==> src/rtl/io_uart_timer_pkg.sv <==
// Shared constants for the I/O-mapped UART/timer peripheral: register indices,
// STATUS bit positions, bus constants and TX state encodings.
package io_uart_timer_pkg;

  localparam int unsigned DATA_W     = 32;
  localparam int unsigned DIV_W      = 16;
  localparam int unsigned BYTE_W     = 8;
  localparam int unsigned BITCNT_W   = 3;
  localparam int unsigned REG_IDX_W  = 2;

  localparam logic [REG_IDX_W-1:0] REG_TXDATA  = 2'd0;
  localparam logic [REG_IDX_W-1:0] REG_STATUS  = 2'd1;
  localparam logic [REG_IDX_W-1:0] REG_BAUDDIV = 2'd2;
  localparam logic [REG_IDX_W-1:0] REG_TIMER   = 2'd3;

  localparam int unsigned ST_FULL    = 0;
  localparam int unsigned ST_EMPTY   = 1;
  localparam int unsigned ST_BUSY    = 2;
  localparam int unsigned ST_OVF     = 3;
  localparam int unsigned ST_CNT_LSB = 4;
  localparam int unsigned ST_CNT_W   = 4;

  localparam logic IO_ENABLE = 1'b1;
  localparam logic IO_WRITE  = 1'b1;
  localparam logic IO_READ   = 1'b0;

  typedef enum logic [1:0] {
    TX_IDLE  = 2'd0,
    TX_START = 2'd1,
    TX_DATA  = 2'd2,
    TX_STOP  = 2'd3
  } tx_state_e;

  // Baud counter reload value; a divisor of 0 behaves like 1.
  function automatic logic [DIV_W-1:0] bit_reload(input logic [DIV_W-1:0] div);
    return (div == '0) ? '0 : div - DIV_W'(1);
  endfunction

endpackage

==> src/rtl/uart_tx_fifo.sv <==
// Parameterized TX byte FIFO; a push into a full FIFO is accepted only when a
// pop happens in the same cycle.
module uart_tx_fifo #(
  parameter int unsigned DEPTH = 4,
  parameter int unsigned WIDTH = 8,
  localparam int unsigned AW = $clog2(DEPTH),
  localparam int unsigned CW = AW + 1
) (
  input  logic             clk,
  input  logic             rst,
  input  logic             push,
  input  logic             pop,
  input  logic [WIDTH-1:0] din,
  output logic [WIDTH-1:0] dout,
  output logic             full,
  output logic             empty,
  output logic [CW-1:0]    count
);

  logic [WIDTH-1:0] mem_q [DEPTH];
  logic [WIDTH-1:0] mem_d [DEPTH];
  logic [AW-1:0]    wr_ptr_q, wr_ptr_d;
  logic [AW-1:0]    rd_ptr_q, rd_ptr_d;
  logic [CW-1:0]    count_q, count_d;
  logic             full_q, full_d;
  logic             empty_q, empty_d;
  logic             push_ok, pop_ok;

  assign pop_ok  = pop && !empty_q;
  assign push_ok = push && (!full_q || pop_ok);

  always_comb begin
    mem_d    = mem_q;
    wr_ptr_d = wr_ptr_q;
    rd_ptr_d = rd_ptr_q;
    count_d  = count_q;
    if (push_ok) begin
      mem_d[wr_ptr_q] = din;
      wr_ptr_d        = wr_ptr_q + AW'(1);
    end
    if (pop_ok) begin
      rd_ptr_d = rd_ptr_q + AW'(1);
    end
    case ({push_ok, pop_ok})
      2'b10:   count_d = count_q + CW'(1);
      2'b01:   count_d = count_q - CW'(1);
      default: count_d = count_q;
    endcase
    full_d  = (count_d == CW'(DEPTH));
    empty_d = (count_d == '0);
  end

  always_ff @(posedge clk) begin
    if (rst) begin
      wr_ptr_q <= '0;
      rd_ptr_q <= '0;
      count_q  <= '0;
      full_q   <= 1'b0;
      empty_q  <= 1'b1;
    end else begin
      wr_ptr_q <= wr_ptr_d;
      rd_ptr_q <= rd_ptr_d;
      count_q  <= count_d;
      full_q   <= full_d;
      empty_q  <= empty_d;
    end
  end

  // Storage needs no reset; pointers define validity.
  always_ff @(posedge clk) begin
    mem_q <= mem_d;
  end

  assign dout  = mem_q[rd_ptr_q];
  assign full  = full_q;
  assign empty = empty_q;
  assign count = count_q;

endmodule

==> src/rtl/io_uart_timer.sv <==
// I/O-mapped UART transmitter with TX FIFO, baud divisor, STATUS and an
// optional cycle timer enabled by defining IO_UART_TIMER_EN.
module io_uart_timer
  import io_uart_timer_pkg::*;
#(
  parameter int unsigned      FIFO_DEPTH = 4,
  parameter logic [DIV_W-1:0] DIV_RESET  = 16'd434
) (
  input  logic              clk,
  input  logic              rst,
  input  logic              ioCe,
  input  logic              ioWe,
  input  logic [DATA_W-1:0] ioAddr,
  input  logic [DATA_W-1:0] ioWtData,
  output logic [DATA_W-1:0] ioRdData,
  output logic              txd
);

  localparam int unsigned CNT_W = $clog2(FIFO_DEPTH) + 1;

  logic [REG_IDX_W-1:0] reg_idx;
  logic                 bus_wr, bus_rd;
  logic                 fifo_push, fifo_pop, fifo_full, fifo_empty;
  logic [BYTE_W-1:0]    fifo_dout;
  logic [CNT_W-1:0]     fifo_count;

  tx_state_e            state_q, state_d;
  logic [DIV_W-1:0]     baud_cnt_q, baud_cnt_d;
  logic [BITCNT_W-1:0]  bit_cnt_q, bit_cnt_d;
  logic [BYTE_W-1:0]    shift_q, shift_d;
  logic                 txd_q, txd_d;
  logic                 ovf_q, ovf_d;
  logic [DIV_W-1:0]     baud_div_q, baud_div_d;
  logic [DATA_W-1:0]    timer_rd;
  logic [DATA_W-1:0]    status_c;
  logic [DIV_W-1:0]     reload;
  logic                 bit_done;
  logic                 unused_c;

  assign reg_idx   = ioAddr[3:2];
  assign bus_wr    = (ioCe == IO_ENABLE) && (ioWe == IO_WRITE);
  assign bus_rd    = (ioCe == IO_ENABLE) && (ioWe == IO_READ);
  assign fifo_push = bus_wr && (reg_idx == REG_TXDATA);
  assign fifo_pop  = (state_q == TX_IDLE) && !fifo_empty;
  assign unused_c  = ^{ioAddr[DATA_W-1:4], ioAddr[1:0], ioWtData[DATA_W-1:DIV_W]};

  uart_tx_fifo #(
    .DEPTH (FIFO_DEPTH),
    .WIDTH (BYTE_W)
  ) u_fifo (
    .clk   (clk),
    .rst   (rst),
    .push  (fifo_push),
    .pop   (fifo_pop),
    .din   (ioWtData[BYTE_W-1:0]),
    .dout  (fifo_dout),
    .full  (fifo_full),
    .empty (fifo_empty),
    .count (fifo_count)
  );

  // Register writes; an overflow set beats a same-cycle clear.
  always_comb begin
    baud_div_d = baud_div_q;
    ovf_d      = ovf_q;
    if (bus_wr && (reg_idx == REG_BAUDDIV)) begin
      baud_div_d = ioWtData[DIV_W-1:0];
    end
    if (bus_wr && (reg_idx == REG_STATUS) && ioWtData[ST_OVF]) begin
      ovf_d = 1'b0;
    end
    if (fifo_push && fifo_full && !fifo_pop) begin
      ovf_d = 1'b1;
    end
  end

  assign reload   = bit_reload(baud_div_q);
  assign bit_done = (baud_cnt_q == '0);

  // TX FSM; the divisor is sampled only at bit boundaries.
  always_comb begin
    state_d    = state_q;
    baud_cnt_d = baud_cnt_q;
    bit_cnt_d  = bit_cnt_q;
    shift_d    = shift_q;
    txd_d      = txd_q;
    case (state_q)
      TX_IDLE: begin
        txd_d = 1'b1;
        if (!fifo_empty) begin
          shift_d    = fifo_dout;
          bit_cnt_d  = '0;
          baud_cnt_d = reload;
          txd_d      = 1'b0;
          state_d    = TX_START;
        end
      end
      TX_START: begin
        if (bit_done) begin
          txd_d      = shift_q[0];
          shift_d    = shift_q >> 1;
          bit_cnt_d  = '0;
          baud_cnt_d = reload;
          state_d    = TX_DATA;
        end else begin
          baud_cnt_d = baud_cnt_q - DIV_W'(1);
        end
      end
      TX_DATA: begin
        if (bit_done) begin
          baud_cnt_d = reload;
          if (bit_cnt_q == BITCNT_W'(7)) begin
            txd_d   = 1'b1;
            state_d = TX_STOP;
          end else begin
            txd_d     = shift_q[0];
            shift_d   = shift_q >> 1;
            bit_cnt_d = bit_cnt_q + BITCNT_W'(1);
          end
        end else begin
          baud_cnt_d = baud_cnt_q - DIV_W'(1);
        end
      end
      TX_STOP: begin
        if (bit_done) begin
          txd_d   = 1'b1;
          state_d = TX_IDLE;
        end else begin
          baud_cnt_d = baud_cnt_q - DIV_W'(1);
        end
      end
      default: begin
        txd_d   = 1'b1;
        state_d = TX_IDLE;
      end
    endcase
  end

  always_ff @(posedge clk) begin
    if (rst) begin
      state_q    <= TX_IDLE;
      baud_cnt_q <= '0;
      bit_cnt_q  <= '0;
      shift_q    <= '0;
      txd_q      <= 1'b1;
      ovf_q      <= 1'b0;
      baud_div_q <= DIV_RESET;
    end else begin
      state_q    <= state_d;
      baud_cnt_q <= baud_cnt_d;
      bit_cnt_q  <= bit_cnt_d;
      shift_q    <= shift_d;
      txd_q      <= txd_d;
      ovf_q      <= ovf_d;
      baud_div_q <= baud_div_d;
    end
  end

`ifdef IO_UART_TIMER_EN
  logic [DATA_W-1:0] timer_q, timer_d;

  // A write loads the counter and holds it for one cycle before counting resumes.
  always_comb begin
    timer_d = timer_q + DATA_W'(1);
    if (bus_wr && (reg_idx == REG_TIMER)) begin
      timer_d = ioWtData;
    end
  end

  always_ff @(posedge clk) begin
    if (rst) begin
      timer_q <= '0;
    end else begin
      timer_q <= timer_d;
    end
  end

  assign timer_rd = timer_q;
`else
  assign timer_rd = '0;
`endif

  always_comb begin
    status_c                              = '0;
    status_c[ST_FULL]                     = fifo_full;
    status_c[ST_EMPTY]                    = fifo_empty;
    status_c[ST_BUSY]                     = (state_q != TX_IDLE);
    status_c[ST_OVF]                      = ovf_q;
    status_c[ST_CNT_LSB +: ST_CNT_W]      = ST_CNT_W'(fifo_count);
  end

  // Zero-latency read mux; idle or write cycles return 0.
  always_comb begin
    ioRdData = '0;
    if (bus_rd) begin
      case (reg_idx)
        REG_STATUS:  ioRdData = status_c;
        REG_BAUDDIV: ioRdData = DATA_W'(baud_div_q);
        REG_TIMER:   ioRdData = timer_rd;
        default:     ioRdData = '0;
      endcase
    end
  end

  assign txd = txd_q;

endmodule

==> config.mk <==
export PLATFORM = sky130hd
export DESIGN_NAME = io_uart_timer
export DESIGN_NICKNAME = d
export VERILOG_FILES = /design/src/rtl/io_uart_timer_pkg.sv /design/src/rtl/uart_tx_fifo.sv /design/src/rtl/io_uart_timer.sv
export SDC_FILE = /design/constraint.sdc
export NUM_CORES = 1
export LEC_CHECK = 0
export BUFFER_PORTS_ARGS = -buffer_cell sky130_fd_sc_hd__buf_2
export CAP_MARGIN = 20
export CORE_UTILIZATION = 50
export CTS_CLUSTER_SIZE = 28
export DETAILED_ROUTE_END_ITERATION = 8
export GPL_TIMING_DRIVEN = 0
export PLACE_DENSITY = 0.78
export SLEW_MARGIN = 10
export SYNTH_ARGS = -nofsm -noshare
export SYNTH_HDL_FRONTEND = slang
export SYNTH_HIERARCHICAL = 1
export SYNTH_SLANG_ARGS = --single-unit
==> constraint.sdc <==
create_clock -name clk -period 7.9 [get_ports clk]
set_input_delay 0.79 -clock clk [delete_from_list [all_inputs] [get_ports clk]]
set_output_delay 0.79 -clock clk [all_outputs]
set_load 0.005 [all_outputs]
==> impl_metrics.py <==
metrics = {
    "routing": {
        "ant_nets": 0,
        "drc": 0,
        "drt-total-wl_mm": 10.2,
        "drtPass1Iterations": 5,
        "vias": 3716,
        "wl_per_cell_um": 15.5,
        "drtIter0Drc": 212,
        "viasPerCell": 5.64,
    },
    "worst_setup_path": {
        "critical_path.max_fanout": 7,
        "path_cells": "inv_1, ha_1, inv_1, nor2_1, nor2b_2, o21a_1, inv_1, ha_1, fa_1, xnor2_1, or4_4, o311a_1",
        "crit_path_frequent_cell": "inv_1",
        "critPathArrivalTime_ps": 3740,
        "crit_required_ps": 8150,
        "end_kind": "register",
        "cp_slowest_cell": "or4_4",
        "critPathMaxStageDelay_ps": 450,
        "worst_setup_path_start_kind": "register",
        "path_class": "reg -> reg",
    },
    "sta": {
        "finalCritPeriodShare_pct": 44.1,
        "clock_skew_ps": 11.1,
        "setup_viol": 0,
        "final-max-slew-violation-count": 0,
        "relSlewSlack_pct": 50.8,
        "finalWorstSetupSlack_ps": 4420,
        "worst_slew_pin_slew_ps": 730,
        "finalHoldViolations": 0,
        "period_needed_ps": 3480,
        "fmax_ghz": 0.287,
        "rsz0062_at_grt": "false",
        "fin_setup_tns_ps": 0,
    },
    "synthesis": {
        "netlist_area_mm2": 0.00470,
        "yosysWarnings": 6,
        "yosys_register_bits": 88,
        "async_flop_share_pct": 0,
        "ys.flop_type": "dfxtp_1",
        "synth_cell_types": 62,
        "synth_edf_count": 32,
        "syn_area_per_cell_um2": 9.81,
        "synth_cells": 479,
        "ys_seq_area_share_pct": 44.3,
    },
    "pwr": {
        "p_leak_uw": 0.00207,
        "powerDensity_mw_per_mm2": 269,
        "ir_worst_vdd_uv": 120,
    },
    "cts": {
        "cts_tree": "yes",
        "clkSinkCount": 88,
        "clkTransAtPathRegs_ps": 100,
        "root_buffer": "clkbuf_8",
        "postCtsHoldBufs": 0,
        "cts_buffer_depth": 2,
        "htree_levels": 3,
        "cts-resized-gates": 0,
        "cts_setup_buffers": 0,
        "clk_latency_ps": 370,
        "tritoncts.num_buffers": 9,
    },
    "global_route": {
        "grt_pass1_wl_mm": 16.6,
        "grt_use_total_pct": 21.7,
        "grt_max_degree": 19,
        "antenna_found_initial": 0,
        "grt_pass1_vias": 3495,
        "grt_overflow_total": 0,
    },
    "die": {
        "rows": 35,
        "core_area_mm2": 0.00915,
        "die-width_um": 98.9,
        "io_pins": 101,
        "start_util_pct": 51.3,
        "dieArea_mm2": 0.00979,
        "die_h_um": 98.9,
    },
    "job": {
        "maxCapViolCount": 0,
    },
    "layout": {
        "fill_cells": 802,
        "final_common_cell": "dfxtp_1",
        "layout_common_cells": "dfxtp_1, nand2_1, nor2_1, buf_2, a21oi_1",
        "drive_gt1_share_pct": 18.4,
        "fin_nets": 629,
        "syn2layout_area_growth_pct": 12.3,
        "n_antenna_cell": 0,
    },
    "outcome": {
        "status": "finished, final reports clean",
    },
    "placed_design": {
        "place.gp.congestion": 0.918,
        "io_buffers": 38,
        "dp_slack_ps": 4490,
        "dp_hpwl_mm": 7.65,
    },
    "min_path": {
        "hold_path_class": "reg -> reg",
    },
}
## cell families (layout without fill, tap and decap cells)
logic type	after synthesis	after routing	synth area share, %
xor+xnor	26	26	4.85
simple gates	173	173	19.2
fa+ha+maj	18	18	4.95
buf+inv	54	108	6.50
flops	88	88	44.3
other cells	1	16	0.0798
mux	19	19	6.21
compound gates	100	100	13.9
## worst paths after layout
path / cells after the start / slack (ps) / startpoint / end
setup / recovery: 12 / 4420 / state_q[0] / u_fifo/empty
hold / removal: 2 / 470 / shift_q[7] / shift_q[7]
setup reg to reg: 12 / 4420 / state_q[0] / u_fifo/empty
hold reg to reg: 2 / 470 / shift_q[7] / shift_q[7]
## layout make-up
type / count / area [um2] / area share [%]
clock buffers: 9 / 124 / 2.35
flip-flops and latches: 88 / 2080 / 39.5
plain buffers: 40 / 253 / 4.79
clock inverters: 7 / 70.1 / 1.33
well taps: 111 / 139 / 2.63
repair buffers: 38 / 190 / 3.60
multi-input cells: 352 / 2370 / 44.8
inverters: 14 / 52.6 / 0.996
## critical path, delay by kind of cell, from the launching register on
| kind | cells | cell delay, ps |
|---|---|---|
| compound gates | 2 | 400 |
| xor+xnor | 1 | 170 |
| fa+ha+maj | 3 | 1020 |
| flops | 1 | 350 |
| buf+inv | 3 | 380 |
| simple gates | 3 | 1050 |
## routing by layer
layer,GRT usage (%),share of wire (%),vias to the layer above
li1,-,-,1803
met1,27.3,44,1783
met2,36.4,48,115
met3,4.40,6.1,15
met4,9.30,1.6,0
met5,0,0,-
## state kept, by name, indices dropped and copies added, names as in the netlist, 2 cells and up
signal and count:
bit_cnt_q 3, state_q 2, shift_q 8, baud_div_q 16, u_fifo/mem_q 32, u_fifo/wr_ptr_q 2
u_fifo/count 3, u_fifo/rd_ptr_q 2, baud_cnt_q 16
## synthesized netlist by cell type, types with 12 or more instances
cell      count  area, um2
dfxtp_1      56       1120
nand2_1      50        188
nor2_1       47        176
a21oi_1      35        175
edfxtp_1     32        961
o21ai_0      22        110
buf_4        17        128
ha_1         17        213
clkbuf_1     15       56.3
inv_1        14       52.6
xnor2_1      14        123
and2_1       13       81.3
nand3_1      12       60.1
xor2_1       12        105
## power breakdown
group | internal [uW] | total (uW) | switching, uW
logic | 228 | 527 | 299
clock network | 125 | 309 | 184
registers | 521 | 584 | 63.2
## through the flow
| stage | utilization, % | cell area (um2) | instances | hold slack, ps | total power (uW) |
|---|---|---|---|---|---|
| floorplan | - | 4750 | 494 | 432 | 998 |
| global placement | 55.5 | 5080 | 643 | 443 | 1090 |
| detailed placement | 55.5 | 5080 | 643 | 455 | 1110 |
| CTS | 57.6 | 5280 | 659 | 469 | 1420 |
| global route | 57.6 | 5280 | 659 | 494 | 1500 |
| finish | 57.6 | 5280 | 659 | 470 | 1420 |
(Power assumes the default switching activity.)
